===== src/rtl/aes_pkg.sv =====
// aes_pkg: shared helpers for the AES ShiftRows datapath.
//   nb_is_legal(nb)      - 1 when nb is a supported Rijndael column count (4, 6, 8)
//   row_shift(nb, r)     - cyclic shift applied to state row r
//   byte_msb(nb, r, c)   - bit index of the MSB of byte (row r, column c) in a
//                          column-major state vector of 32*nb bits
package aes_pkg;

    function automatic bit nb_is_legal(input int nb);
        return (nb == 4) || (nb == 6) || (nb == 8);
    endfunction

    // Rijndael with 8 columns shifts rows 2 and 3 one position further
    // than the 4/6 column variants.
    function automatic int row_shift(input int nb, input int r);
        return ((nb == 8) && (r >= 2)) ? r + 1 : r;
    endfunction

    // Byte n = 4*c + r sits at bits [W-1-8n -: 8].
    function automatic int byte_msb(input int nb, input int r, input int c);
        return 32 * nb - 1 - 8 * (4 * c + r);
    endfunction

endpackage


===== src/rtl/aes_shift_rows_perm.sv =====
// aes_shift_rows_perm: combinational ShiftRows / InvShiftRows byte permutation.
//   src_data [32*NB-1:0] - input state, column-major bytes
//   inv                  - 0: ShiftRows, 1: InvShiftRows
//   dst_data [32*NB-1:0] - permuted state, same byte layout
module aes_shift_rows_perm
    import aes_pkg::*;
#(
    parameter int NB = 4
) (
    input  logic [32*NB-1:0] src_data,
    input  logic             inv,
    output logic [32*NB-1:0] dst_data
);

    // Each output byte is a 2:1 mux between its forward and inverse source
    // byte; both source positions are elaboration-time constants.
    for (genvar c = 0; c < NB; c++) begin : g_col
        for (genvar r = 0; r < 4; r++) begin : g_row
            localparam int FWD_COL = (c + row_shift(NB, r)) % NB;
            localparam int INV_COL = (c - row_shift(NB, r) + NB) % NB;
            localparam int DST_MSB = byte_msb(NB, r, c);
            localparam int FWD_MSB = byte_msb(NB, r, FWD_COL);
            localparam int INV_MSB = byte_msb(NB, r, INV_COL);

            assign dst_data[DST_MSB -: 8] = inv ? src_data[INV_MSB -: 8]
                                                : src_data[FWD_MSB -: 8];
        end
    end

endmodule


===== src/rtl/aes_shift_rows_stage.sv =====
// aes_shift_rows_stage: one-cycle ShiftRows/InvShiftRows pipeline stage with a
// valid/ready handshake on both sides and a skid register so that in_ready is
// registered while 1 block/cycle throughput is sustained.
//   clk, reset            - rising-edge clock, asynchronous active-high reset
//   in_valid / in_ready   - upstream handshake (in_ready = not skid_full)
//   in_data, in_inv       - state (32*NB bits, column-major) and mode per block
//   in_tag                - sideband, passed through with its block
//   out_valid / out_ready - downstream handshake
//   out_data, out_tag     - permuted state and its tag
//   blk_count             - wrapping count of output transfers
module aes_shift_rows_stage
    import aes_pkg::*;
#(
    parameter int NB    = 4,
    parameter int TAG_W = 4
) (
    input  logic               clk,
    input  logic               reset,
    input  logic               in_valid,
    output logic               in_ready,
    input  logic [32*NB-1:0]   in_data,
    input  logic               in_inv,
    input  logic [TAG_W-1:0]   in_tag,
    output logic               out_valid,
    input  logic               out_ready,
    output logic [32*NB-1:0]   out_data,
    output logic [TAG_W-1:0]   out_tag,
    output logic [15:0]        blk_count
);

    localparam int W = 32 * NB;

    if (!nb_is_legal(NB)) begin : g_bad_nb
        $error("aes_shift_rows_stage: NB must be 4, 6 or 8");
    end

    if ((TAG_W < 1) || (TAG_W > 16)) begin : g_bad_tag_w
        $error("aes_shift_rows_stage: TAG_W must be in 1..16");
    end

    // Stage 0: permute on the input side so the mode never has to be stored.
    logic [W-1:0] perm_data_p0;

    aes_shift_rows_perm #(
        .NB (NB)
    ) u_perm (
        .src_data (in_data),
        .inv      (in_inv),
        .dst_data (perm_data_p0)
    );

    // Stage 1: output register plus skid register.
    logic [W-1:0]     out_data_p1;
    logic [TAG_W-1:0] out_tag_p1;
    logic             vld_p1;
    logic [W-1:0]     skid_data_p1;
    logic [TAG_W-1:0] skid_tag_p1;
    logic             skid_full;
    logic [15:0]      blk_count_q;

    logic in_xfer;
    logic out_xfer;

    assign in_ready = ~skid_full;
    assign in_xfer  = in_valid & ~skid_full;
    assign out_xfer = vld_p1 & out_ready;

    always_ff @(posedge clk or posedge reset) begin
        if (reset) begin
            out_data_p1  <= '0;
            out_tag_p1   <= '0;
            vld_p1       <= 1'b0;
            skid_data_p1 <= '0;
            skid_tag_p1  <= '0;
            skid_full    <= 1'b0;
            blk_count_q  <= '0;
        end else begin
            if (out_xfer) begin
                blk_count_q <= blk_count_q + 16'd1;
            end

            if (skid_full) begin
                // in_ready is low here, so only the skid can refill the output.
                if (out_ready) begin
                    out_data_p1 <= skid_data_p1;
                    out_tag_p1  <= skid_tag_p1;
                    vld_p1      <= 1'b1;
                    skid_full   <= 1'b0;
                end
            end else if (in_xfer) begin
                if (!vld_p1 || out_ready) begin
                    out_data_p1 <= perm_data_p0;
                    out_tag_p1  <= in_tag;
                    vld_p1      <= 1'b1;
                end else begin
                    skid_data_p1 <= perm_data_p0;
                    skid_tag_p1  <= in_tag;
                    skid_full    <= 1'b1;
                end
            end else if (out_xfer) begin
                vld_p1 <= 1'b0;
            end
        end
    end

    assign out_valid = vld_p1;
    assign out_data  = out_data_p1;
    assign out_tag   = out_tag_p1;
    assign blk_count = blk_count_q;

endmodule

===== config.mk =====
export PLATFORM = sky130hd
export DESIGN_NAME = aes_shift_rows_stage
export DESIGN_NICKNAME = d
export VERILOG_FILES = /design/src/rtl/aes_pkg.sv /design/src/rtl/aes_shift_rows_perm.sv /design/src/rtl/aes_shift_rows_stage.sv
export SDC_FILE = /design/constraint.sdc
export NUM_CORES = 1
export LEC_CHECK = 0
export CORE_MARGIN = 8
export CORE_UTILIZATION = 55
export DETAILED_ROUTE_END_ITERATION = 10
export PLACE_DENSITY = 0.86
export SLEW_MARGIN = 20
export SYNTH_ARGS = -nofsm -noshare
export SYNTH_HDL_FRONTEND = slang
export SYNTH_HIERARCHICAL = 1
export SYNTH_SLANG_ARGS = --single-unit

===== constraint.sdc =====
create_clock -name clk -period 20.2 [get_ports clk]
set_input_delay 3.03 -clock clk [delete_from_list [all_inputs] [get_ports clk]]
set_output_delay 3.03 -clock clk [all_outputs]
set_load 0.02 [all_outputs]

# Word level (Yosys, flattened, before mapping)
# Index checks and enable logic that the tools add are counted.
classes:
  add_sub_neg: 1
  n_eq_ne: 2
  mux: 25
  bitwise_logic: 4
  n_reduce_logical: 8
ops:
  columns: ["op", "n"]
  rows:
  - ["$mux 128", 4]
  - ["$mux 8", 8]
  - ["$add 16x1->16 const B", 1]
  - ["$mux 4", 4]
  - ["$mux 1", 9]
  - ["$reduce_and 3->1", 3]
  - ["$reduce_bool 2->1", 2]
  - ["$ne 3x2->1 const B", 1]
  - ["$reduce_bool 3->1", 1]
  - ["$and 1x1->1", 2]
  - ["$ne 2x2->1 const B", 1]
  - ["$not 1->1", 2]
  - ["$logic_not 1->1", 1]
  - ["$logic_or 1x1->1", 1]
totals:
  reg_bits: 282
  inputBits: 137
  output_inout_bits: 150
  word_cells: 47

# Logic depth before layout (Yosys ltp)
logic_depth:
  depth_word: 5
  mapped_depth: 6
  ltp_nobuf: 4

# Modules after synthesis
# The synthesis kept the hierarchy.
by_module_without_submodules:
  columns: ["mod", "n_inst", "cells_per_inst", "area_each_um2", "seq_area_each_um2"]
  rows:
  - ["aes_shift_rows_stage", 1, 923, 11748.8, 7056.8]
  - ["aes_shift_rows_perm", 1, 135, 1557.7, 0.0]

# Worst setup path before layout
# OpenSTA, ideal clock, no wires.
synth_path:
  path_type: "input-to-reg"
  start: "input port out_ready"
  end: "register skid_data_p1[0]"
  setup_time_ps: 127
  t_arrival_ps: 4107
  t_required_ps: 20073
  slack_ps: 15966
  cell_stages: 5
  n_path_buf: 3
  path_cell_list: "buf_4 nor3_2 buf_4 buf_6 mux2_1"
synth_via:
  elab_chain_cells: 3
synth_lines:
  columns: ["element", "line_no", "source"]
  rows:
  - ["from (decl)", "aes_shift_rows_stage.sv:25", "input logic out_ready,"]
  - ["$logic_or 1x1->1", "aes_shift_rows_stage.sv:91", "if (!vld_p1 || out_ready) begin"]
  - ["$not 1->1 (no source line)", null, null]
  - ["$reduce_and 3->1 (no source line)", null, null]
  - ["to (signal assigned)", "aes_shift_rows_stage.sv:96", "skid_data_p1 <= perm_data_p0;"]
  - ["to (decl)", "aes_shift_rows_stage.sv:56", "logic [W-1:0] skid_data_p1;"]
# No other way between the ends.
# A chain may end at the register's enable or synchronous reset.

# Worst setup path after layout
layout_path:
  start: "register skid_full"
  end: "output port in_ready"
layout_via:
  elab_chain_cells: 1
layout_lines:
  columns: ["element", "line_no", "source"]
  rows:
  - ["from (decl)", "aes_shift_rows_stage.sv:58", "logic skid_full;"]
  - ["from (signal assigned)", "aes_shift_rows_stage.sv:75", "skid_full <= 1'b0;"]
  - ["from (signal assigned)", "aes_shift_rows_stage.sv:88", "skid_full <= 1'b0;"]
  - ["from (signal assigned)", "aes_shift_rows_stage.sv:98", "skid_full <= 1'b1;"]
  - ["$not 1->1 (no source line)", null, null]
  - ["to (decl)", "aes_shift_rows_stage.sv:20", "output logic in_ready,"]
# No other way between the ends.

==> results.md <==
- Status: finished, final reports clean
- Vias/cell: 5.34
- P per Cell Area: 113 mW/mm2
- CTS H-tree depth: 1
- Slack of the critical path: 15030 ps
- HPWL after detailed placement: 20300 um
- Cell variety after synth: 29
- Initial core utilization: 55.4%
- Routed wire length: 30600 um
- Final slew viol count: 0
- Max Fclk: 193 MHz
- Setup_tns: 0 ps
- Sequential-to-total area share from yosys stat: 53.0%
- Worst-path clk slew: 60 ps
- WP data required: 17170 ps
- MaxCap Viol Count: 0
- Mapped Cells: 1058
- CTS-repair resized insts: 0
- Setup crit end kind: output pin
- Total Nets Final: 1391
- DP Worst Slack: 14610 ps
- RSZ-0062 raised after global routing: no
- CTS Sinks: 282
- DR DRC count: 0
- Most frequent cell after synthesis: dfrtp_1
- Setup skew after layout: 17.7 ps
- Root Driver: clkbuf_16
- Post-synth top cells: dfrtp_1 (282), nor2_1 (136), a21oi_1 (133), mux2i_1 (133), mux2_1 (80)
- Global Route Usage Sum: 20.5%
- Worst Hold Class: flip-flop to flip-flop
- Top Ports: 287
- GRT Residual Overflow: 0
- WL/cell: 19.1 um
- DR iter-0 viols: 530
- Worst-path cell with the longest stage delay: dfrtp_4
- CTS max path bufs: 3
- Die footprint: 0.0294 mm2
- Top cell type by total area after synthesis: dfrtp_1
- Prevailing post-synth register cell: dfrtp_1
- Crit-path max FO: 37
- Area contributors post-synth: dfrtp_1 (53%), mux2i_1 (10%), mux2_1 (6.8%)
- Critical path arrival: 2140 ps
- Antenna-violating nets left: 0
- DIE HEIGHT: 172 um
- Setup-failing EPs final: 0
- CP delay by family, top: flip-flops
- Placed Area: 0.0157 mm2
- Post-synth EDFFs: 0
- Peak VDD IR: 0.0754 mV
- Leakage: 0.00702 uW
- FP Rows: 57
- Core area: 0.0240 mm2
- Total CTS buffers: 29
- Design area: 0.0166 mm2
- CP startpoint kind: flip-flop
- Min Clock Period, post-route: 5170 ps
- First-pass GRT wire length: 48700 um
- Syn nets: 1196
- # diodes: 0
- Die Wd: 172 um
- Number of detailed-route iterations in the first pass: 4
- Clock latency at the later pin of the worst-skew pair: 540 ps
- Headroom to the max-slew limit: 28.0%
- Synth top area share: 53.0%
- Initial antenna violation count: 1
- CP cell instances: inv_1, clkdlybuf4s50_1
- Final hold violation count: 0
- CP max stage delay: 850 ps
- Synth Area per Inst: 12.6 um2
- Total power: 1880 uW
- Tcrit/Tclk final: 25.6%
- Number of global-route vias before repair: 9260
- Postcts setup bufs: 0
- Cts hold-fix bufs: 0
- CTS tree: yes
- Area grow syn2layout: 25.0%
- Flops & latches, synth: 282
- Pin count of the biggest net entering global routing: 126
- Crit path buf inv count: 2
- WS Path Type: flip-flop to output pin
- Layout cells sized above 1: 14.3%
- Via count: 8546
- Synthesis Warnings: 6
- PortBufs: 286
- Worst-margin pin slew: 1080 ps
- GP Congestion: 0.786
- Mapped Area: 0.0133 mm2
- Ys async rst share: 100%
## flip-flops by register name, indices dropped and copies added, names as in the netlist
signal and cells:
blk_count 16, out_data 128, out_tag 4, out_valid 1, skid_data_p1 128, skid_full 1, skid_tag_p1 4
## where the power goes
group	internal (uW)	switching (uW)	total, uW
Clock	305	221	526
Sequential	717	92.6	810
Combinational	274	265	539
Total	1300	579	1880
## layout make-up
cell class	instances	area [um2]
clock buffer	38	800
clock inverter	16	144
fill	1655	7400
inverter	3	18.8
multi-input combinational	642	5280
sequential	282	7060
tap	324	405
timing repair buffer	295	2930
## layer usage
metal | track usage, % | up-vias | wire length [um]
met2 | 34.7 | 255 | 14900
li1 | - | 3998 | -
met3 | 6.68 | 63 | 2700
met1 | 24.4 | 4228 | 12000
met5 | 0 | - | 14
met4 | 6.73 | 2 | 934
## cells by family (layout without fill, tap and decap cells)
kind of cell	count (synthesis)	after routing	share of synthesized area, %
flip-flops	282	282	53.0
buffers and inverters	134	352	7.44
multiplexers	330	330	28.4
XOR/XNOR	15	15	0.987
adder cells (fa/ha/maj)	1	1	0.0940
AO/OA/AOI/OAI	135	135	5.11
AND/OR/NAND/NOR	161	161	4.97
## metrics by stage
stage,std cells,hold slack [ps],utilization (%)
final,1600,478,69.2
after floorplan,1058,458,-
after CTS,1600,481,69.2
after detailed placement,1546,473,65.3
after global routing,1600,491,69.2
after global placement,1546,458,65.3
## path summary, 6_finish.rpt
check,startpoint,to,slack [ps],cells after the start
setup / recovery,skid_full$_DFF_PP0_,in_ready,15030,2
hold / removal,blk_count[15]$_DFFE_PP0P_,blk_count[15]$_DFFE_PP0P_,480,1
setup reg to reg,skid_full$_DFF_PP0_,out_data[19]$_DFFE_PP0P_,17310,4
hold reg to reg,blk_count[15]$_DFFE_PP0P_,blk_count[15]$_DFFE_PP0P_,480,1
max in group asynchronous,reset,out_data[87]$_DFFE_PP0P_,15540,3
min in group asynchronous,reset,blk_count[10]$_DFFE_PP0P_,3090,2
## cells in the final DEF, fill, tap and decap left out, types with 8 or more instances in the layout
master           count
a21oi_1            133
buf_4                9
clkbuf_16           29
clkdlybuf4s50_1    285
clkinv_2            10
dfrtp_1            281
mux2_1              80
mux2_2              57
mux2_4              60
mux2i_1            133
nor2_1             136
xnor2_1              8
No activity file was read; power rests on OpenSTA's default activity.
